--- config.mk ---
export PLATFORM = sky130hd
export DESIGN_NAME = alu_sequencer
export DESIGN_NICKNAME = d
export VERILOG_FILES = /design/src/rtl/alu_sequencer_pkg.sv /design/src/rtl/alu_sequencer_regfile.sv /design/src/rtl/alu_sequencer.sv
export SDC_FILE = /design/constraint.sdc
export NUM_CORES = 1
export LEC_CHECK = 0
export ABC_AREA = 1
export CAP_MARGIN = 15
export CORE_UTILIZATION = 57
export CTS_CLUSTER_DIAMETER = 40
export DETAILED_ROUTE_END_ITERATION = 8
export HOLD_SLACK_MARGIN = 0.02
export PLACE_DENSITY_LB_ADDON = 0.25
export SLEW_MARGIN = 15
export SYNTH_ARGS = -nofsm -noshare
export SYNTH_HDL_FRONTEND = slang
export SYNTH_SLANG_ARGS = --single-unit
--- constraint.sdc ---
create_clock -name clk -period 2 [get_ports clk]
set_input_delay 0.4 -clock clk [delete_from_list [all_inputs] [get_ports clk]]
set_output_delay 0.4 -clock clk [all_outputs]
set_load 0.05 [all_outputs]
--- src/rtl/alu_sequencer_pkg.sv ---
// Shared definitions for the ALU issue/writeback sequencer: opcodes,
// instruction field layout, FSM encoding and register-file sizing.
package alu_sequencer_pkg;
  localparam int REG_ADDR_W = 3;
  localparam int NUM_REGS   = 1 << REG_ADDR_W;

  localparam logic [1:0] OP_ADD = 2'b00;
  localparam logic [1:0] OP_SUB = 2'b01;
  localparam logic [1:0] OP_AND = 2'b10;
  localparam logic [1:0] OP_OR  = 2'b11;

  localparam int OP_HI  = 15, OP_LO  = 14;
  localparam int RD_HI  = 13, RD_LO  = 11;
  localparam int RS1_HI = 10, RS1_LO = 8;
  localparam int RS2_HI = 7,  RS2_LO = 5;
  localparam int IMM_SEL_BIT = 4;
  localparam int IMM_HI = 3,  IMM_LO = 0;

  typedef enum logic [1:0] {ST_IDLE, ST_READ, ST_EXEC} state_t;

  typedef struct packed {
    logic [1:0]            op;
    logic [REG_ADDR_W-1:0] rd;
    logic [REG_ADDR_W-1:0] rs1;
    logic [REG_ADDR_W-1:0] rs2;
    logic                  imm_sel;
    logic [3:0]            imm4;
  } instr_t;

  function automatic instr_t decode(input logic [15:0] raw);
    instr_t d;
    d.op      = raw[OP_HI:OP_LO];
    d.rd      = raw[RD_HI:RD_LO];
    d.rs1     = raw[RS1_HI:RS1_LO];
    d.rs2     = raw[RS2_HI:RS2_LO];
    d.imm_sel = raw[IMM_SEL_BIT];
    d.imm4    = raw[IMM_HI:IMM_LO];
    return d;
  endfunction
endpackage

--- src/rtl/alu_sequencer_regfile.sv ---
// 8 x N register file: r0 reads zero, two operand read ports, one debug
// read port, one synchronous write port.
module alu_regfile
  import alu_sequencer_pkg::*;
#(
  parameter int N = 16
) (
  input  logic                  clk,
  input  logic                  rst_n,
  input  logic                  we,
  input  logic [REG_ADDR_W-1:0] waddr,
  input  logic [N-1:0]          wdata,
  input  logic [REG_ADDR_W-1:0] raddr_a,
  output logic [N-1:0]          rdata_a,
  input  logic [REG_ADDR_W-1:0] raddr_b,
  output logic [N-1:0]          rdata_b,
  input  logic [REG_ADDR_W-1:0] dbg_addr,
  output logic [N-1:0]          dbg_data
);
  logic [NUM_REGS-1:0][N-1:0] mem;

  // mem[0] is cleared and never written; reads of address 0 are masked anyway
  always_ff @(posedge clk or negedge rst_n) begin
    if (!rst_n) begin
      mem <= '0;
    end else begin
      for (int i = 1; i < NUM_REGS; i++)
        if (we && waddr == REG_ADDR_W'(i)) mem[i] <= wdata;
    end
  end

  assign rdata_a  = (raddr_a  == '0) ? '0 : mem[raddr_a];
  assign rdata_b  = (raddr_b  == '0) ? '0 : mem[raddr_b];
  assign dbg_data = (dbg_addr == '0) ? '0 : mem[dbg_addr];
endmodule

--- src/rtl/alu_sequencer.sv ---
// Issue/writeback stage around the external ALU: accept, read operands,
// pulse alu_enable, then write the result back and hold Z/N/V.
module alu_sequencer
  import alu_sequencer_pkg::*;
#(
  parameter int N = 16
) (
  input  logic                  clk,
  input  logic                  rst_n,
  input  logic                  instr_valid,
  output logic                  instr_ready,
  input  logic [15:0]           instr,
  output logic [1:0]            alu_control,
  output logic                  alu_enable,
  output logic [N-1:0]          alu_a,
  output logic [N-1:0]          alu_b,
  input  logic [N-1:0]          alu_dout,
  input  logic                  alu_overflow,
  input  logic                  alu_zero,
  input  logic                  alu_negative,
  output logic                  done,
  output logic [N-1:0]          result,
  output logic                  flag_z,
  output logic                  flag_n,
  output logic                  flag_v,
  input  logic [REG_ADDR_W-1:0] dbg_addr,
  output logic [N-1:0]          dbg_data
);
  state_t      state, state_nxt;
  instr_t      iq;
  logic [N-1:0] rd_a, rd_b, imm_ext;
  logic         we;

  assign imm_ext = {{(N-4){iq.imm4[3]}}, iq.imm4};
  assign we      = (state == ST_EXEC) && (iq.rd != '0);

  alu_regfile #(.N(N)) u_rf (
    .clk      (clk),
    .rst_n    (rst_n),
    .we       (we),
    .waddr    (iq.rd),
    .wdata    (alu_dout),
    .raddr_a  (iq.rs1),
    .rdata_a  (rd_a),
    .raddr_b  (iq.rs2),
    .rdata_b  (rd_b),
    .dbg_addr (dbg_addr),
    .dbg_data (dbg_data)
  );

  always_ff @(posedge clk or negedge rst_n) begin
    if (!rst_n) state <= ST_IDLE;
    else        state <= state_nxt;
  end

  always_comb begin
    state_nxt   = state;
    instr_ready = 1'b0;
    case (state)
      ST_IDLE: begin
        instr_ready = 1'b1;
        if (instr_valid) state_nxt = ST_READ;
      end
      ST_READ: state_nxt = ST_EXEC;
      ST_EXEC: state_nxt = ST_IDLE;
      default: state_nxt = ST_IDLE;
    endcase
  end

  // alu_enable is only set in READ and cleared in EXEC, so every
  // instruction produces exactly one fresh rising edge.
  always_ff @(posedge clk or negedge rst_n) begin
    if (!rst_n) begin
      iq          <= '0;
      alu_control <= '0;
      alu_enable  <= 1'b0;
      alu_a       <= '0;
      alu_b       <= '0;
      done        <= 1'b0;
      result      <= '0;
      flag_z      <= 1'b0;
      flag_n      <= 1'b0;
      flag_v      <= 1'b0;
    end else begin
      done <= 1'b0;
      case (state)
        ST_IDLE: if (instr_valid) iq <= decode(instr);
        ST_READ: begin
          alu_control <= iq.op;
          alu_a       <= rd_a;
          alu_b       <= iq.imm_sel ? imm_ext : rd_b;
          alu_enable  <= 1'b1;
        end
        ST_EXEC: begin
          result     <= alu_dout;
          flag_z     <= alu_zero;
          flag_n     <= alu_negative;
          flag_v     <= alu_overflow;
          alu_enable <= 1'b0;
          done       <= 1'b1;
        end
        default: ;
      endcase
    end
  end
endmodule

==> qor.csv <==
metric;value;unit
syn-num-nets;1370;
finalSetupViolations;0;
grt_usage;38.6;%
synth_top_family_by_area;simple AND/OR/NAND/NOR gates;
num_rows;47;
worstPathRequired;1.60;ns
dp_worst_setup_slack;-0.416;ns
hp-class;input pin to asynchronous set/reset pin;
grt_pass1_vias;8920;
crit_type;flip-flop to primary output;
fmax;0.506;GHz
hpwlAfterDp;23500;um
finalHoldViolCount;0;
initial_core_util;58.7;%
final_antenna_net_count;0;
cts_made_buffers;17;
area_growth_syn_to_layout;27.8;%
maxCapViolCount;0;
chipWidth;133;um
pwr-share-comb;55.4;%
layout_min_cycle_time;1.98;ns
num_io_pins;113;
grt_pass1_wl;51500;um
cts_root_buffer;clkbuf_16;
power.net_switching;12.1;mW
p_seq_share;30.4;%
cp.arrival;1.58;ns
route.detailed.drc;0;
worstMarginPinSlew;0.650;ns
finalClockSkew;0.0147;ns
synthSimpleGateAreaFrac;22.5;%
rsz0062_at_grt;true;
worst_slew_margin_rel;56.6;%
overflow;0;
nets;1496;
wl_met3;4980;um
grt_start_max_net_pins;52;
setup.worst_path.start;u_rf.mem[60];
power_frac_clock;14.2;%
worstSkewPairLatency;0.44;ns
end_kind;primary output;
first_pass_iters;6;
worst-path-max-fanout;3;
post-route-period-util;98.9;%
ff2ff_path_depth;8;
synthesis.area;9780;um2
final_max_slew_viol_count;0;
internal-power;12.0;mW
clock_sinks;185;
top_layer_used;met4;
port_buffers;112;
cts_tree;done;
drt_iter0_drc;1802;
diodes;0;
cts_max_level;4;
r2r_end;alu_a[4];
via_per_inst;5.96;
ir_drop;0.00134;V
p_leak;6.31;nW
synth_xor_area_share;0;%
ys_types;28;
worstReg2RegStart;iq[8];
final_cell_area;12500;um2
die_h;133;um
core_area;16600;um2
fin_ws;0.0220;ns
drt-total-wl;33600;um
fp.dieArea;17700;um2
yosys_register_bits;185;
powerDensity;1930;nW/um2
antenna_found_initial;0;
final_layout_size_suffix_gt1_share;14.8;%
wl_per_cell;19.9;um
synth_fa_ha_area_share;0.512;%
start_kind;flip-flop;
place_area;11600;um2
synth_cells;1325;
dr_wl_met2;13700;um
dr_total_vias;10045;
path_clk_slew;0.08;ns
sw_frac_of_total;50.3;%
ys_seq_area_share;47.4;%
clockBufferDepth;2;
yosys_warnings;16;
met1Wirelength;14400;um
place_congestion;1.02;
synth_compound_area_share;19.6;%
rrSetupSlack;0.16;ns
syn_area_per_cell;7.38;um2
status;complete, no violations;
muxShareOfSynthArea;0.806;%
per-stage QoR:
stage               setup TNS (ns)  power [mW]  hold slack (ns)  instances  util, %
detailed placement           -5.06        19.8            0.369       1628     69.6
global route                -0.274        25.4            0.495       1684     75.1
finish                           0        24.1            0.461       1684     75.1
floorplan                   -0.270        15.2            0.104       1325        -
global placement             -4.82        19.4            0.366       1628     69.6
CTS                              0        23.2            0.475       1664     73.3
state kept, by name, indices dropped and copies added (netlist names), 2 cells and up:
name and cells:
alu_a 16, alu_b 16, imm_ext 4, iq 12
state 2, alu_control 2, u_rf.mem 112, result 16
timing repair:
item / in CTS / in global routing
setup endpoints to repair: 36 / 47
endpoints found under the hold margin: 37 / 0
resized for setup: 37 / 93
buffers inserted: 3 / 21
hold buffers: 1 / 0
pin swaps: 4 / 13
synth_stat cells:
| cell type | number | share of area, % |
|---|---|---|
| nand3_1 | 100 | 5.1 |
| a21oi_2 | 1 | 0.090 |
| inv_2 | 12 | 0.46 |
| a21oi_1 | 128 | 6.6 |
| nor3_2 | 4 | 0.41 |
| nor2_1 | 65 | 2.5 |
| nor2_2 | 2 | 0.13 |
| buf_1 | 6 | 0.23 |
| dlygate4sd1_1 | 1 | 0.090 |
| nand2_2 | 1 | 0.064 |
| o21ai_0 | 97 | 5.0 |
| mux2_2 | 7 | 0.81 |
| clkbuf_1 | 37 | 1.4 |
| o21ai_1 | 133 | 6.8 |
| buf_2 | 37 | 1.9 |
| nor3_1 | 7 | 0.36 |
| ha_1 | 4 | 0.51 |
| dfrtp_1 | 185 | 47 |
| nand4_1 | 8 | 0.51 |
| o211ai_1 | 2 | 0.15 |
| inv_1 | 120 | 4.6 |
| buf_4 | 3 | 0.23 |
| clkinv_1 | 1 | 0.038 |
| a31oi_1 | 16 | 1.0 |
| nand2_1 | 344 | 13 |
| buf_6 | 2 | 0.23 |
| nand2_4 | 1 | 0.12 |
| nor2_4 | 1 | 0.12 |
power groups by stage:
| stage | combinational (mW) | sequential [mW] | clock (mW) |
|---|---|---|---|
| after global placement | 12.3 | 7.14 | 0 |
| final | 13.3 | 7.31 | 3.43 |
| after CTS | 12.6 | 7.16 | 3.43 |
| after detailed placement | 12.5 | 7.20 | 0 |
| after global routing | 14.3 | 7.46 | 3.59 |
| after floorplan | 6.53 | 8.64 | 0 |
layer usage:
metal	vias up	global-route usage [%]
met5	-	0
met4	0	8.37
met3	57	13.6
met2	678	51.5
met1	4714	59.4
li1	4596	-
final cells by class:
type                    instances  area (um2)
clock buffers                  18         439
clock inverters                14         151
fillers                      1271        4150
inverters                     133         499
multi-input cells             921        4420
flip-flops and latches        185        4630
well taps                     220         275
repair buffers                193        2080
critical path, stage by stage, from the launching register on:
cell	delay (ns)
dfrtp_1	0.37
inv_2	0.09
a21oi_1	0.12
o21ai_0	0.12
a21oi_2	0.28
buf_12	0.18
placed cells by master (no fill, tap or decap), types with 17 or more instances in the layout:
master and n:
dlymetal6s2s_1 30, nand3_1 100, buf_12 27, inv_1 98
dfrtp_1 184, a21oi_1 110, clkbuf_16 17, o21ai_1 159
buf_4 68, nand2_1 343, nor2_1 65, o21ai_0 67
a21oi_2 19, clkdlybuf4s50_1 41, dlygate4sd2_1 21, inv_2 34
cell families after synthesis:
kind of cell,count (synthesis)
muxes,7
DFF,185
adders and majority gates,4
buffers and inverters,219
AOI/OAI and AO/OA,377
and+or+nand+nor,533
worst max path at each step:
| stage | to | cells after the start |
|---|---|---|
| finish | dbg_data[12] | 5 |
| global route | dbg_data[5] | 7 |
| CTS | result[8] | 1 |
| detailed placement | dbg_data[13] | 8 |
| global placement | dbg_data[13] | 8 |
| floorplan | dbg_data[7] | 6 |
Note: power is estimated with default switching activity, not from simulation.
